==> config.mk <==
export PLATFORM = sky130hd
export DESIGN_NAME = sata_cmd_sequencer
export DESIGN_NICKNAME = d
export VERILOG_FILES = /design/src/rtl/sata_cmd_sequencer.sv
export SDC_FILE = /design/constraint.sdc
export NUM_CORES = 1
export LEC_CHECK = 0
export ABC_AREA = 1
export BUFFER_PORTS_ARGS = -buffer_cell sky130_fd_sc_hd__buf_2
export CORE_MARGIN = 4
export CORE_UTILIZATION = 52
export DETAILED_ROUTE_END_ITERATION = 16
export PLACE_DENSITY = 0.72
export SYNTH_ARGS = -nofsm -noshare
export SYNTH_HDL_FRONTEND = slang
export SYNTH_SLANG_ARGS = --single-unit
==> constraint.sdc <==
create_clock -name clk -period 3.35 [get_ports clk]
set_input_delay 0.1675 -clock clk [delete_from_list [all_inputs] [get_ports clk]]
set_output_delay 0.1675 -clock clk [all_outputs]
set_load 0.01 [all_outputs]
==> src/rtl/sata_cmd_sequencer.sv <==
// Command-layer sequencer: queues application requests and issues them to the transport
// layer one at a time, with bounded retry on done_bad, a WAIT timeout and a result strobe.
module sata_cmd_sequencer #(
    parameter int unsigned QDEPTH_LOG2 = 2,
    parameter int unsigned TIMEOUT     = 20'd1000000,
    parameter int unsigned MAX_RETRY   = 2
) (
    input  logic                   clk,
    input  logic                   rst,
    input  logic                   req_val,
    input  logic [2:0]             req_type,
    input  logic [3:0]             req_port,
    output logic                   req_ready,
    output logic [QDEPTH_LOG2:0]   queue_level,
    input  logic                   abort,
    output logic [2:0]             cmd_type,
    output logic [3:0]             cmd_port,
    output logic                   cmd_val,
    input  logic                   cmd_busy,
    input  logic                   cmd_done_good,
    input  logic                   cmd_done_bad,
    output logic                   res_val,
    output logic [2:0]             res_type,
    output logic [3:0]             res_port,
    output logic [1:0]             res_code,
    output logic [1:0]             res_retries
);

    localparam int unsigned    DEPTH   = 1 << QDEPTH_LOG2;
    localparam int unsigned    PW      = QDEPTH_LOG2 + 1;
    localparam int unsigned    RW      = (MAX_RETRY < 3) ? 2 : $clog2(MAX_RETRY + 1);
    localparam logic [19:0]    TLAST   = 20'(TIMEOUT - 1);
    localparam logic [RW-1:0]  RMAX    = RW'(MAX_RETRY);
    localparam logic [RW-1:0]  RSAT    = RW'(3);
    localparam logic [PW-1:0]  PTR_ONE = PW'(1);

    if (QDEPTH_LOG2 < 1) begin : g_bad_depth
        $error("QDEPTH_LOG2 must be at least 1");
    end
    if (TIMEOUT < 1 || (TIMEOUT - 1) >= (1 << 20)) begin : g_bad_timeout
        $error("TIMEOUT-1 must fit the 20-bit timer");
    end

    typedef enum logic [1:0] {S_IDLE, S_ISSUE, S_WAIT, S_REPORT} state_t;

    typedef struct packed {
        logic [2:0] typ;
        logic [3:0] port;
    } qent_t;

    qent_t          mem_q [DEPTH];
    logic [PW-1:0]  wr_ptr_q, wr_ptr_d, rd_ptr_q, rd_ptr_d;
    logic           full, empty, push, pop;
    qent_t          head;

    state_t         state_q;
    logic [19:0]    timer_q;
    logic [RW-1:0]  retry_cnt_q;
    logic           res_val_q;
    logic [2:0]     res_type_q;
    logic [3:0]     res_port_q;
    logic [1:0]     res_code_q, res_retries_q;
    logic           fin;
    logic [1:0]     fin_code;
    logic [1:0]     retry_sat;

    // Pointer difference is the fill level; its MSB alone marks full.
    assign queue_level = wr_ptr_q - rd_ptr_q;
    assign full        = queue_level[QDEPTH_LOG2];
    assign empty       = (wr_ptr_q == rd_ptr_q);
    assign req_ready   = ~full & ~abort;
    assign push        = req_val & req_ready;
    assign pop         = (state_q == S_REPORT) & ~abort;
    assign head        = mem_q[rd_ptr_q[QDEPTH_LOG2-1:0]];

    always_comb begin
        wr_ptr_d = wr_ptr_q;
        rd_ptr_d = rd_ptr_q;
        if (abort) begin
            wr_ptr_d = '0;
            rd_ptr_d = '0;
        end else begin
            if (push) wr_ptr_d = wr_ptr_q + PTR_ONE;
            if (pop)  rd_ptr_d = rd_ptr_q + PTR_ONE;
        end
    end

    always_ff @(posedge clk or posedge rst) begin
        if (rst) begin
            wr_ptr_q <= '0;
            rd_ptr_q <= '0;
            for (int i = 0; i < DEPTH; i++) mem_q[i] <= '0;
        end else begin
            wr_ptr_q <= wr_ptr_d;
            rd_ptr_q <= rd_ptr_d;
            if (push) mem_q[wr_ptr_q[QDEPTH_LOG2-1:0]] <= '{typ: req_type, port: req_port};
        end
    end

    assign cmd_type = head.typ;
    assign cmd_port = head.port;
    assign cmd_val  = (state_q == S_ISSUE) & ~cmd_busy & ~abort;
    assign res_val  = res_val_q & ~abort;

    // Command completion in WAIT: good beats bad beats timeout.
    always_comb begin
        fin      = 1'b0;
        fin_code = 2'b00;
        if (state_q == S_WAIT) begin
            if (cmd_done_good) begin
                fin = 1'b1;
            end else if (cmd_done_bad) begin
                if (retry_cnt_q >= RMAX) begin
                    fin      = 1'b1;
                    fin_code = 2'b01;
                end
            end else if (timer_q == TLAST) begin
                fin      = 1'b1;
                fin_code = 2'b10;
            end
        end
    end

    assign retry_sat = (retry_cnt_q > RSAT) ? 2'd3 : retry_cnt_q[1:0];

    always_ff @(posedge clk or posedge rst) begin
        if (rst) begin
            state_q       <= S_IDLE;
            timer_q       <= '0;
            retry_cnt_q   <= '0;
            res_val_q     <= 1'b0;
            res_type_q    <= '0;
            res_port_q    <= '0;
            res_code_q    <= '0;
            res_retries_q <= '0;
        end else begin
            res_val_q <= 1'b0;
            if (abort) begin
                state_q     <= S_IDLE;
                timer_q     <= '0;
                retry_cnt_q <= '0;
            end else begin
                case (state_q)
                    S_IDLE: begin
                        if (!empty) begin
                            state_q     <= S_ISSUE;
                            retry_cnt_q <= '0;
                        end
                    end
                    S_ISSUE: begin
                        if (cmd_val) begin
                            state_q <= S_WAIT;
                            timer_q <= '0;
                        end
                    end
                    S_WAIT: begin
                        timer_q <= timer_q + 20'd1;
                        if (fin) begin
                            state_q       <= S_REPORT;
                            res_val_q     <= 1'b1;
                            res_type_q    <= head.typ;
                            res_port_q    <= head.port;
                            res_code_q    <= fin_code;
                            res_retries_q <= retry_sat;
                        end else if (cmd_done_bad) begin
                            state_q     <= S_ISSUE;
                            retry_cnt_q <= retry_cnt_q + RW'(1);
                        end
                    end
                    S_REPORT: state_q <= S_IDLE;
                    default:  state_q <= S_IDLE;
                endcase
            end
        end
    end

    assign res_type    = res_type_q;
    assign res_port    = res_port_q;
    assign res_code    = res_code_q;
    assign res_retries = res_retries_q;

endmodule

==> Word-level counts from Yosys, hierarchy flattened <==
Index checks and enable logic that the tools add are counted.
{ "totals": {"regBits": 70, "latch_bits": 0, "ram_bits": 0, "rom_bits": 0, "input_bits": 14, "output_inout_bits": 24, "elab_cells": 96, "mem_count": 0} }
{ "classes": {"n_addsub": 5, "n_mul": 0, "div": 0, "magnitude_cmp": 5, "eq_ne": 10, "n_shift": 0, "muxes": 37, "bitwise_logic": 11, "reduce_logical": 10} }
{ "op_table": {"columns": ["operator", "count"], "rows": [
  ["$mux 20", 2],
  ["$pmux 20 s2", 1],
  ["$bwmux 28", 1],
  ["$mux 2", 13],
  ["$mux 7", 3],
  ["$add 20x1->20 const B", 1],
  ["$eq 20x20->1 const B", 1],
  ["$bmux 7 s2", 1],
  ["$demux 7 s2", 1],
  ["$mux 3", 4],
  ["$ne 3x3->1 const B", 4],
  ["$mux 1", 9],
  ["$pmux 2 s4", 1],
  ["$add 3x1->3 const B", 2],
  ["$and 1x1->1", 6],
  ["$ge 3x3->1 const B", 2],
  ["$not 2->3", 2],
  ["$reduce_and 3->1", 2],
  ["$reduce_bool 3->1", 2],
  ["$eq 2x2->1 const B", 2],
  ["$ne 4x4->1 const B", 1],
  ["$pmux 2 s2", 1],
  ["$reduce_and 4->1", 1],
  ["$reduce_bool 2->1", 2],
  ["other kinds (11)", 13]
]} }

==> Logic depth before layout (Yosys ltp) <==
Gate-level depths: netlist (run 1).
{ "logic_depth": {"word_depth": 8, "mapped_depth": 10, "mapped_depth_nobuf": 10} }

==> Worst setup path before layout (run 1) <==
Ideal clock, no wire load.
{ "synth_timing": {"kind": "register to register", "start": "register wr_ptr_q[0]", "end": "register mem_q[12] (netlist bit)", "setup_ns": 0.121, "arrival_time_ns": 1.844, "required_time_ns": 3.229, "setup_slack_ns": 1.385, "path_stages_with_launch": 11, "n_path_buf": 2, "period_less_slack_ns": 1.965, "cell_sequence": "dfrtp_1 > inv_1 > ha_1 > fa_1 > xor2_2 > and2_4 > buf_12 > nand3_4 > buf_6 > nand2_1 > o21ai_2"} }
{ "synth_between": {"elab_cells_between_ends": 11} }
{ "synth_lines": {"columns": ["item", "line_no", "source"], "rows": [
  ["from (decl)", "52", "logic [PW-1:0] wr_ptr_q, wr_ptr_d, rd_ptr_q, rd_ptr_d;"],
  ["from (signal assigned)", "94", "wr_ptr_q <= wr_ptr_d;"],
  ["$sub 3x3->3", "68", "assign queue_level = wr_ptr_q - rd_ptr_q;"],
  ["$not 1->1", "71", "assign req_ready = ~full & ~abort;"],
  ["$and 1x1->1", "71", null],
  ["named net req_ready", "13", "output logic req_ready,"],
  ["$and 1x1->1", "72", "assign push = req_val & req_ready;"],
  ["to (signal, indexed assignment)", "96", "if (push) mem_q[wr_ptr_q[QDEPTH_LOG2-1:0]] <= '{typ: req_type, port: req_port};"],
  ["to (decl)", "51", "qent_t mem_q [DEPTH];"]
]} }
The timed path passes the listed nets, and every way through them passes these cells.
A chain may end at the register's enable or synchronous reset.

==> Worst setup path in the final report (run 1) <==
{ "layout_timing": {"start": "register rd_ptr_q[0]", "end": "output port req_ready"} }
{ "layout_between": {"elab_chain_cells": 3} }
{ "layout_rtl": {"columns": ["item", "line_no", "source"], "rows": [
  ["from (decl)", "52", null],
  ["from (signal assigned)", "95", "rd_ptr_q <= rd_ptr_d;"],
  ["$sub 3x3->3", "68", null],
  ["$not 1->1", "71", null],
  ["$and 1x1->1", "71", null],
  ["to (decl)", "13", null]
]} }
No other way between the ends.

==> impl_metrics.py, run 1 <==
metrics = {
    "layout": {
        "n_fill_cell": 640,
        "finalNetCount": 506,
        "drive_gt1_share_pct": 16.4,
        "areaGrowthSynthToFinish_pct": 12.1,
        "antenna_cells": 0,
    },
    "drt": {
        "wire_per_inst_um": 14.0,
        "first_pass_iters": 8,
        "ant_nets": 0,
        "drt_iter0_drc": 217,
        "viasPerCell": 5.35,
        "drt_wl_total_mm": 8.17,
        "num_vias": 3120,
        "drc": 0,
    },
    "flow_run": {
        "cap_violations": 0,
    },
    "yosys": {
        "synth_edf_count": 0,
        "synth_top_family_by_area": "simple AND/OR/NAND/NOR gates",
        "ys_warn_count": 0,
        "ys.flop_type": "dfrtp_1",
        "synthesis.instances": 444,
        "synth-xor-area-share_pct": 1.16,
        "synth_seq_cells": 70,
        "yosys.area_share.simple_pct": 24.8,
        "synth_nets": 468,
        "synth-adder-area-share_pct": 3.62,
        "avgSynthCellArea_um2": 8.25,
        "yosys.cell_types.count": 35,
        "synth-seq-area-share_pct": 47.8,
        "synthMuxAreaShare_pct": 0,
        "synth_area_um2": 3660,
        "async_reset_ff_share_pct": 100,
        "synth_compound_area_share_pct": 14.9,
    },
    "placed_design": {
        "numPortBuffers": 37,
        "place_ws_ns": 1.05,
        "dp_hpwl_mm": 5.83,
        "gp_congestion": 0.895,
    },
    "worst_setup_path": {
        "ff2ff_path_depth": 7,
        "r2r_end": "mem_q[4]",
        "worstPathRequired_ns": 3.18,
        "crit_path_max_fanout": 17,
        "crit_path_end_kind": "output port",
        "crit-reg2reg-launch": "rd_ptr_q[0]",
        "start_kind": "register",
        "cp.arrival_ns": 2.26,
        "crit_end": "req_ready",
        "path_class": "reg -> out",
        "r2r_setup_slack_ns": 1.05,
        "startpoint": "rd_ptr_q[0]",
    },
    "grt": {
        "grt_pass1_wl_mm": 14.3,
        "track_usage_pct": 21.0,
        "antenna_found_initial": 0,
        "grt_max_degree": 71,
        "overflow": 0,
        "first_global_vias": 3085,
    },
    "pwr": {
        "leakagePower_nw": 2.04,
        "power_density_nw_per_um2": 642,
        "ir_drop_mv": 0.486,
    },
    "timing": {
        "rsz0062_at_grt": "no",
        "tightest_slew_ns": 0.893,
        "slew_headroom_pct": 40.4,
        "hold_viol_final": 0,
        "finalSetupViolations": 0,
        "finalWorstSetupSlack_ns": 0.925,
        "skew_ns": 0.00903,
        "finalCriticalPeriod_ns": 2.42,
        "fmax_mhz": 412,
        "drv_slew": 0,
        "fin_crit_sh_pct": 72.4,
        "fin_tns_setup_ns": 0,
    },
    "clock_network": {
        "cts_made_buffers": 9,
        "cts_tree": "built",
        "h-tree-depth": 3,
        "cts_hold_buf": 0,
        "clk-insertion-delay-late_ns": 0.34,
        "cts_resized": 0,
        "clkTransAtPathRegs_ns": 0.07,
        "cts_root_buf": "clkbuf_8",
        "postCtsSetupRepairBufs": 0,
        "numClockSinks": 70,
        "cts_buffer_depth": 2,
    },
    "floorplanning": {
        "ioPinCount": 38,
        "die-area_um2": 8450,
        "rows": 30,
        "die_y_um": 92.0,
        "die_x_um": 92.0,
        "initial_core_util_pct": 53.6,
        "core-area_um2": 6830,
    },
    "run_status": {
        "status": "finished, final reports clean",
    },
    "min_path": {
        "hold_class": "in -> reg",
    },
}
## sequential cells by signal (all words and copies together) (netlist names)
name,count
timer_q,20
res_port,4
res_retries,2
state_q,2
rd_ptr_q,3
res_type,3
res_val_q,1
res_code,2
mem_q,28
retry_cnt_q,2
wr_ptr_q,3
## metal layers
layer,track usage [%],share of wire [%]
met5,0,0
met4,8.04,1.5
met2,34.9,50
met1,27.3,44
met3,3.77,4.3
## stage by stage
step / hold WS [ns] / util, % / power (W) / cells / cell area [µm²]
floorplan: 0.265 / - / 0.00167 / 444 / 3660
global placement: 0.401 / 56.9 / 0.00187 / 567 / 3880
detailed placement: 0.401 / 56.9 / 0.00189 / 567 / 3880
CTS: 0.0432 / 60.1 / 0.00265 / 583 / 4110
global route: 0.0552 / 60.1 / 0.00282 / 583 / 4110
finish: 0.0515 / 60.1 / 0.00264 / 583 / 4110
## power by group
part	internal, W	switching [W]	total, W	leakage, nW
clock	0.000437	0.000325	0.000762	0.108
combinational	0.000262	0.000427	0.000689	0.994
sequential	0.00105	0.000136	0.00119	0.934
## critical path, cell delays in order, from the launching register on
cell,delay [ns]
dfrtp_1,0.60
ha_1,0.31
fa_1,0.41
xor2_2,0.20
and2_4,0.25
buf_2,0.16
## final cells by class
type                       count  area [µm²]  share of cell area (%)
clock buffer                  10         138                    3.35
clock inverter                 6        85.1                    2.07
inverter                      51         191                    4.66
multi-input combinational    312        1630                    39.7
sequential                    70        1750                    42.6
tap                           96         120                    2.92
timing repair buffer          38         193                    4.69
## worst min-delay path by stage
stage                     depth (start not counted)          start          end
after CTS                                         2          abort   timer_q[4]
after detailed placement                          2          abort   timer_q[4]
after floorplan                                   1  cmd_done_good  res_code[1]
final                                             2          abort   timer_q[4]
after global routing                              2          abort   timer_q[4]
after global placement                            2          abort   timer_q[4]
## cell families after synthesis
family,after synthesis
buffers and inverters,62
AND/OR/NAND/NOR,205
AO/OA/AOI/OAI,93
adder cells (fa/ha/maj),10
XOR/XNOR,4
flip-flops,70
## placed cells by master (no fill, tap or decap), drive strengths merged, types with 2 or more instances in the layout
cell,instances
nand2,118
dfrtp,70
o21ai,65
inv,50
nor2,47
buf,38
nand3,23
o22ai,11
clkbuf,10
a21oi,9
ha,9
nand4,7
nor3,6
xor2,4
clkinv,3
o31ai,2
a31oi,2
bufinv,2
clkinvlp,2
## synthesized netlist by cell type, types with 3 or more instances
cell | number | area (µm²)
nor3_1 | 6 | 30.0
xor2_1 | 3 | 26.3
dfrtp_1 | 70 | 1750
nand3_4 | 4 | 70.1
a21oi_1 | 9 | 45.0
nand3_1 | 18 | 90.1
o21ai_2 | 12 | 105
ha_1 | 9 | 113
o21ai_0 | 36 | 180
o21ai_1 | 17 | 85.1
buf_6 | 4 | 45.0
nor2_2 | 3 | 18.8
nand4_1 | 7 | 43.8
nand2_1 | 116 | 435
o22ai_1 | 11 | 68.8
nor2_1 | 44 | 165
buf_2 | 4 | 20.0
inv_1 | 50 | 188
No activity file was read; power rests on OpenSTA's default activity.
==> run 2: changes to the inputs <==
- PLACE_DENSITY: 0.72 -> 0.75
- clock period: 3.35 -> 2 ns (I/O delays scaled with it)
==> run 2 against run 1 <==
Routed wire length grew 11%. Power grew 73%. Via count grew 4.7%. Critical path type is now reg -> reg. Largest power group unchanged.
==> impl_metrics.py, run 2 (same netlist as run 1, synthesis figures left out) <==
metrics = {
    "run_status": {
        "status": "finished, final reports clean",
    },
    "clock_network": {
        "cts_tree": "built",
        "cts_made_buffers": 9,
        "h-tree-depth": 3,
        "clk-insertion-delay-late_ns": 0.35,
        "cts_root_buf": "clkbuf_8",
        "clkTransAtPathRegs_ns": 0.07,
        "cts_buffer_depth": 2,
        "numClockSinks": 70,
    },
    "worst_setup_path": {
        "crit_path_max_fanout": 8,
        "crit_path_end_kind": "register",
        "ff2ff_path_depth": 9,
        "start_kind": "register",
        "worstPathRequired_ns": 2.23,
        "cp.arrival_ns": 2.22,
        "r2r_end": "mem_q[17]",
        "path_class": "reg -> reg",
        "crit-reg2reg-launch": "wr_ptr_q[0]",
        "r2r_setup_slack_ns": 0.01,
    },
    "timing": {
        "rsz0062_at_grt": "yes",
        "fmax_mhz": 503,
        "hold_viol_final": 0,
        "finalSetupViolations": 0,
        "drv_slew": 0,
        "skew_ns": 0.00929,
        "fin_crit_sh_pct": 99.5,
        "slew_headroom_pct": 70.4,
        "tightest_slew_ns": 0.443,
        "whs_ns": 0.0667,
        "finalCriticalPeriod_ns": 1.99,
    },
    "drt": {
        "ant_nets": 0,
        "wire_per_inst_um": 15.0,
        "viasPerCell": 5.37,
        "first_pass_iters": 5,
        "num_vias": 3266,
        "drt_wl_total_mm": 9.09,
        "drt_iter0_drc": 162,
        "drc": 0,
    },
    "pwr": {
        "switching_share_pct": 35.1,
        "pwr-share-seq_pct": 43.7,
        "switchingPower_w": 0.00160,
        "combPwrFrac_pct": 30.7,
        "ir_drop_mv": 0.642,
        "p_clk_share_pct": 25.6,
        "p_int_w": 0.00297,
        "leakagePower_nw": 2.14,
        "power_density_nw_per_um2": 1040,
    },
    "floorplanning": {
        "initial_core_util_pct": 53.6,
        "die_y_um": 92.0,
        "die-area_um2": 8450,
        "core-area_um2": 6830,
        "rows": 30,
        "ioPinCount": 38,
        "die_x_um": 92.0,
    },
    "grt": {
        "antenna_found_initial": 0,
        "first_global_vias": 3049,
        "grt_max_degree": 32,
        "grt_pass1_wl_mm": 14.6,
        "overflow": 0,
        "track_usage_pct": 21.7,
    },
    "layout": {
        "finalNetCount": 531,
        "largest_reg_flops": 28,
        "drive_gt1_share_pct": 24.6,
        "regMostFlops": "mem_q",
        "layout_commonest_cell": "nand2_1",
        "layout_common_cells": "nand2_1 (100), dfrtp_1 (70), inv_1 (47)",
        "areaGrowthSynthToFinish_pct": 20.5,
        "antenna_cells": 0,
        "fin_area_um2": 4420,
        "final_core_util_pct": 64.7,
    },
    "placed_design": {
        "place_area_um2": 3960,
        "dp_hpwl_mm": 5.86,
        "gp_congestion": 0.905,
        "numPortBuffers": 37,
    },
    "min_path": {
        "hold_path_startpoint": "req_port[0]",
        "min_to": "mem_q[21]",
        "hold_class": "in -> reg",
        "holdPathStages": 3,
    },
    "flow_run": {
        "cap_violations": 0,
    },
}
## run 2: per-stage QoR
step | TNS [ns] | std cells | power, W | setup slack, ns
floorplan | 0 | 444 | 0.00279 | 0.0350
global placement | 0 | 577 | 0.00316 | 0.0540
detailed placement | -0.144 | 577 | 0.00320 | -0.0391
CTS | 0 | 601 | 0.00444 | 0.0304
global route | -2.22 | 608 | 0.00485 | -0.108
finish | 0 | 608 | 0.00457 | 0.0107
## run 2: routing by layer
metal	routed length, µm	track usage (%)
met1	3910	28.9
met4	319	9.16
met5	0	0
met2	4450	35.4
met3	415	3.20
## run 2: critical path, stage by stage (launching register included)
cell	delay, ns
dfrtp_1	0.39
inv_2	0.07
ha_4	0.16
fa_2	0.38
xor2_2	0.19
and2_4	0.19
buf_12	0.15
nand3_4	0.15
nand2_2	0.13
o21ai_2	0.06
## run 2: repair_timing
action	in CTS	in global routing
endpoints found under the hold margin	19	0
hold buffers	3	0
cloned	4	1
gates resized for setup	6	26
setup endpoints to repair	25	36
pin swaps	2	9
setup buffers	1	6
## run 2: how the worst max path moves through the flow
stage                      startpoint   endpoint  slack [ns]
final                     wr_ptr_q[0]  mem_q[17]        0.01
after global routing      wr_ptr_q[0]  mem_q[10]       -0.11
after CTS                 wr_ptr_q[0]  req_ready        0.03
after detailed placement  wr_ptr_q[0]   mem_q[6]       -0.04
after global placement    wr_ptr_q[0]   mem_q[4]        0.05
after floorplan           wr_ptr_q[0]  mem_q[12]        0.04
## run 2: cell type report
cell class / instances / area, µm²
flip-flops and latches: 70 / 1750
well taps: 96 / 120
inverters: 51 / 199
clock buffers: 13 / 159
clock inverters: 3 / 42.5
fillers: 556 / 2410
repair inverters: 1 / 5.00
repair buffers: 58 / 364
multi-input cells: 316 / 1780
## run 2: power by group through the flow
| stage | Combinational [W] | Clock [W] | Sequential (W) |
|---|---|---|---|
| final | 0.00140 | 0.00117 | 0.00200 |
| after global routing | 0.00156 | 0.00126 | 0.00204 |
| after CTS | 0.00129 | 0.00119 | 0.00196 |
| after detailed placement | 0.00122 | 0 | 0.00198 |
| after global placement | 0.00118 | 0 | 0.00197 |
| after floorplan | 0.000819 | 0 | 0.00197 |
==> run 3: changes to the inputs <==
- CTS_BUF_LIST: default -> sky130_fd_sc_hd__clkbuf_8
==> run 3 against run 2 <==
Worst hold slack lost 0.0029 ns. Largest power group unchanged. Critical path type unchanged. Clock power barely moved. Power down 0.12%. Design area unchanged. Routed wire length grew 0.22%. Sequential share of layout area stayed put. Core utilization unchanged.
==> impl_metrics.py, run 3 (same netlist as run 1, synthesis figures left out) <==
metrics = {
    "layout": {
        "multi_input_area_um2": 1780,
        "regMostFlops": "mem_q",
        "layout_commonest_cell": "nand2_1",
        "largest_reg_flops": 28,
        "n_fill_cell": 556,
        "finalNetCount": 531,
        "layout_common_cells": "nand2_1 (100), dfrtp_1 (70), inv_1 (49)",
        "drive_gt1_share_pct": 24.6,
        "areaGrowthSynthToFinish_pct": 20.5,
        "final_core_util_pct": 64.7,
        "antenna_cells": 0,
        "area.sequential_um2": 1750,
    },
    "min_path": {
        "holdPathStages": 3,
        "hold_class": "in -> reg",
    },
    "floorplanning": {
        "ioPinCount": 38,
        "core-area_um2": 6830,
        "die_y_um": 92.0,
        "die-area_um2": 8450,
        "rows": 30,
        "initial_core_util_pct": 53.6,
        "die_x_um": 92.0,
    },
    "pwr": {
        "combPwrFrac_pct": 30.7,
        "switchingPower_w": 0.00161,
        "leakagePower_nw": 2.14,
        "p_clk_share_pct": 25.4,
        "power_density_nw_per_um2": 1030,
        "switching_share_pct": 35.2,
        "p_int_w": 0.00296,
        "ir_drop_mv": 0.642,
        "pwr-share-seq_pct": 43.8,
    },
    "clock_network": {
        "numClockSinks": 70,
        "h-tree-depth": 3,
        "cts_tree": "built",
        "clkTransAtPathRegs_ns": 0.07,
        "clk-insertion-delay-late_ns": 0.35,
        "cts_root_buf": "clkbuf_8",
        "cts_made_buffers": 9,
        "cts_buffer_depth": 2,
    },
    "grt": {
        "first_global_vias": 3049,
        "overflow": 0,
        "antenna_found_initial": 0,
        "track_usage_pct": 21.7,
        "grt_max_degree": 32,
        "grt_pass1_wl_mm": 14.6,
    },
    "timing": {
        "skew_ns": 0.00896,
        "fin_crit_sh_pct": 99.6,
        "rsz0062_at_grt": "yes",
        "slew_headroom_pct": 70.5,
        "finalSetupViolations": 0,
        "hold_viol_final": 0,
        "tightest_slew_ns": 0.442,
        "drv_slew": 0,
        "finalWorstSetupSlack_ns": 0.00759,
        "fin_tns_setup_ns": 0,
        "fmax_mhz": 502,
        "finalCriticalPeriod_ns": 1.99,
    },
    "worst_setup_path": {
        "start_kind": "register",
        "ff2ff_path_depth": 9,
        "worstPathRequired_ns": 2.23,
        "path_class": "reg -> reg",
        "r2r_setup_slack_ns": 0.008,
        "crit_path_end_kind": "register",
        "crit_path_max_fanout": 8,
        "cp.arrival_ns": 2.22,
    },
    "flow_run": {
        "cap_violations": 0,
    },
    "drt": {
        "ant_nets": 0,
        "drc": 0,
        "num_vias": 3276,
        "first_pass_iters": 5,
        "drt_wl_total_mm": 9.11,
        "wire_per_inst_um": 15.0,
        "drt_iter0_drc": 160,
        "viasPerCell": 5.39,
    },
    "placed_design": {
        "numPortBuffers": 37,
        "dp_hpwl_mm": 5.86,
        "place_ws_ns": -0.0391,
        "gp_congestion": 0.905,
    },
    "run_status": {
        "status": "finished, final reports clean",
    },
}
[run 3: worst paths after layout]
check	endpoint	start
worst max-delay path	mem_q[17]	wr_ptr_q[0]
worst min-delay path	mem_q[21]	req_port[0]
worst max register to register	mem_q[17]	wr_ptr_q[0]
worst min register to register	res_type[2]	res_type[2]
max in group asynchronous	wr_ptr_q[0]	rst
min in group asynchronous	timer_q[10]	rst
[run 3: worst max-delay path: stages (launching register included)]
cell     delay, ns
dfrtp_1       0.39
inv_2         0.07
ha_4          0.16
fa_2          0.38
xor2_2        0.20
and2_4        0.19
buf_12        0.15
nand3_4       0.15
nand2_2       0.13
o21ai_2       0.06
[run 3: layer usage]
layer | vias up | global-route usage, % | share of wire [%]
li1 | 1589 | - | -
met4 | 0 | 9.16 | 3.7
met5 | - | 0 | 0
met3 | 29 | 3.20 | 5.1
met2 | 119 | 35.4 | 49
met1 | 1539 | 28.9 | 42
[run 3: power groups by stage]
stage / registers [W] / logic (W) / clock network (W)
global route: 0.00204 / 0.00156 / 0.00125
global placement: 0.00197 / 0.00118 / 0
CTS: 0.00196 / 0.00129 / 0.00118
floorplan: 0.00197 / 0.000819 / 0
detailed placement: 0.00198 / 0.00122 / 0
finish: 0.00200 / 0.00140 / 0.00116
[run 3: through the flow]
| stage | area (µm²) | hold WS (ns) | total power, W | std cells |
|---|---|---|---|---|
| after global routing | 4420 | 0.0934 | 0.00484 | 608 |
| after detailed placement | 3960 | 0.105 | 0.00320 | 577 |
| final | 4420 | 0.0638 | 0.00457 | 608 |
| after global placement | 3960 | 0.104 | 0.00316 | 577 |
| after floorplan | 3660 | 0.198 | 0.00279 | 444 |
| after CTS | 4290 | 0.0487 | 0.00443 | 601 |
[run 3: area by class of cell]
class / instances / share of cell area (%)
Sequential cell: 70 / 39.7
Inverter: 51 / 4.50
Clock buffer: 11 / 3.43
Multi-Input combinational cell: 316 / 40.2
Timing Repair inverter: 1 / 0.113
Clock inverter: 5 / 1.13
Tap cell: 96 / 2.72
Timing Repair Buffer: 58 / 8.24
[run 3: repair_timing]
item	CTS	global route
setup buffers	1	6
hold buffers	3	0
resized for setup	6	26
pin swaps	2	9
hold endpoints to repair	19	0
gates cloned	4	1
setup endpoints to repair	25	36
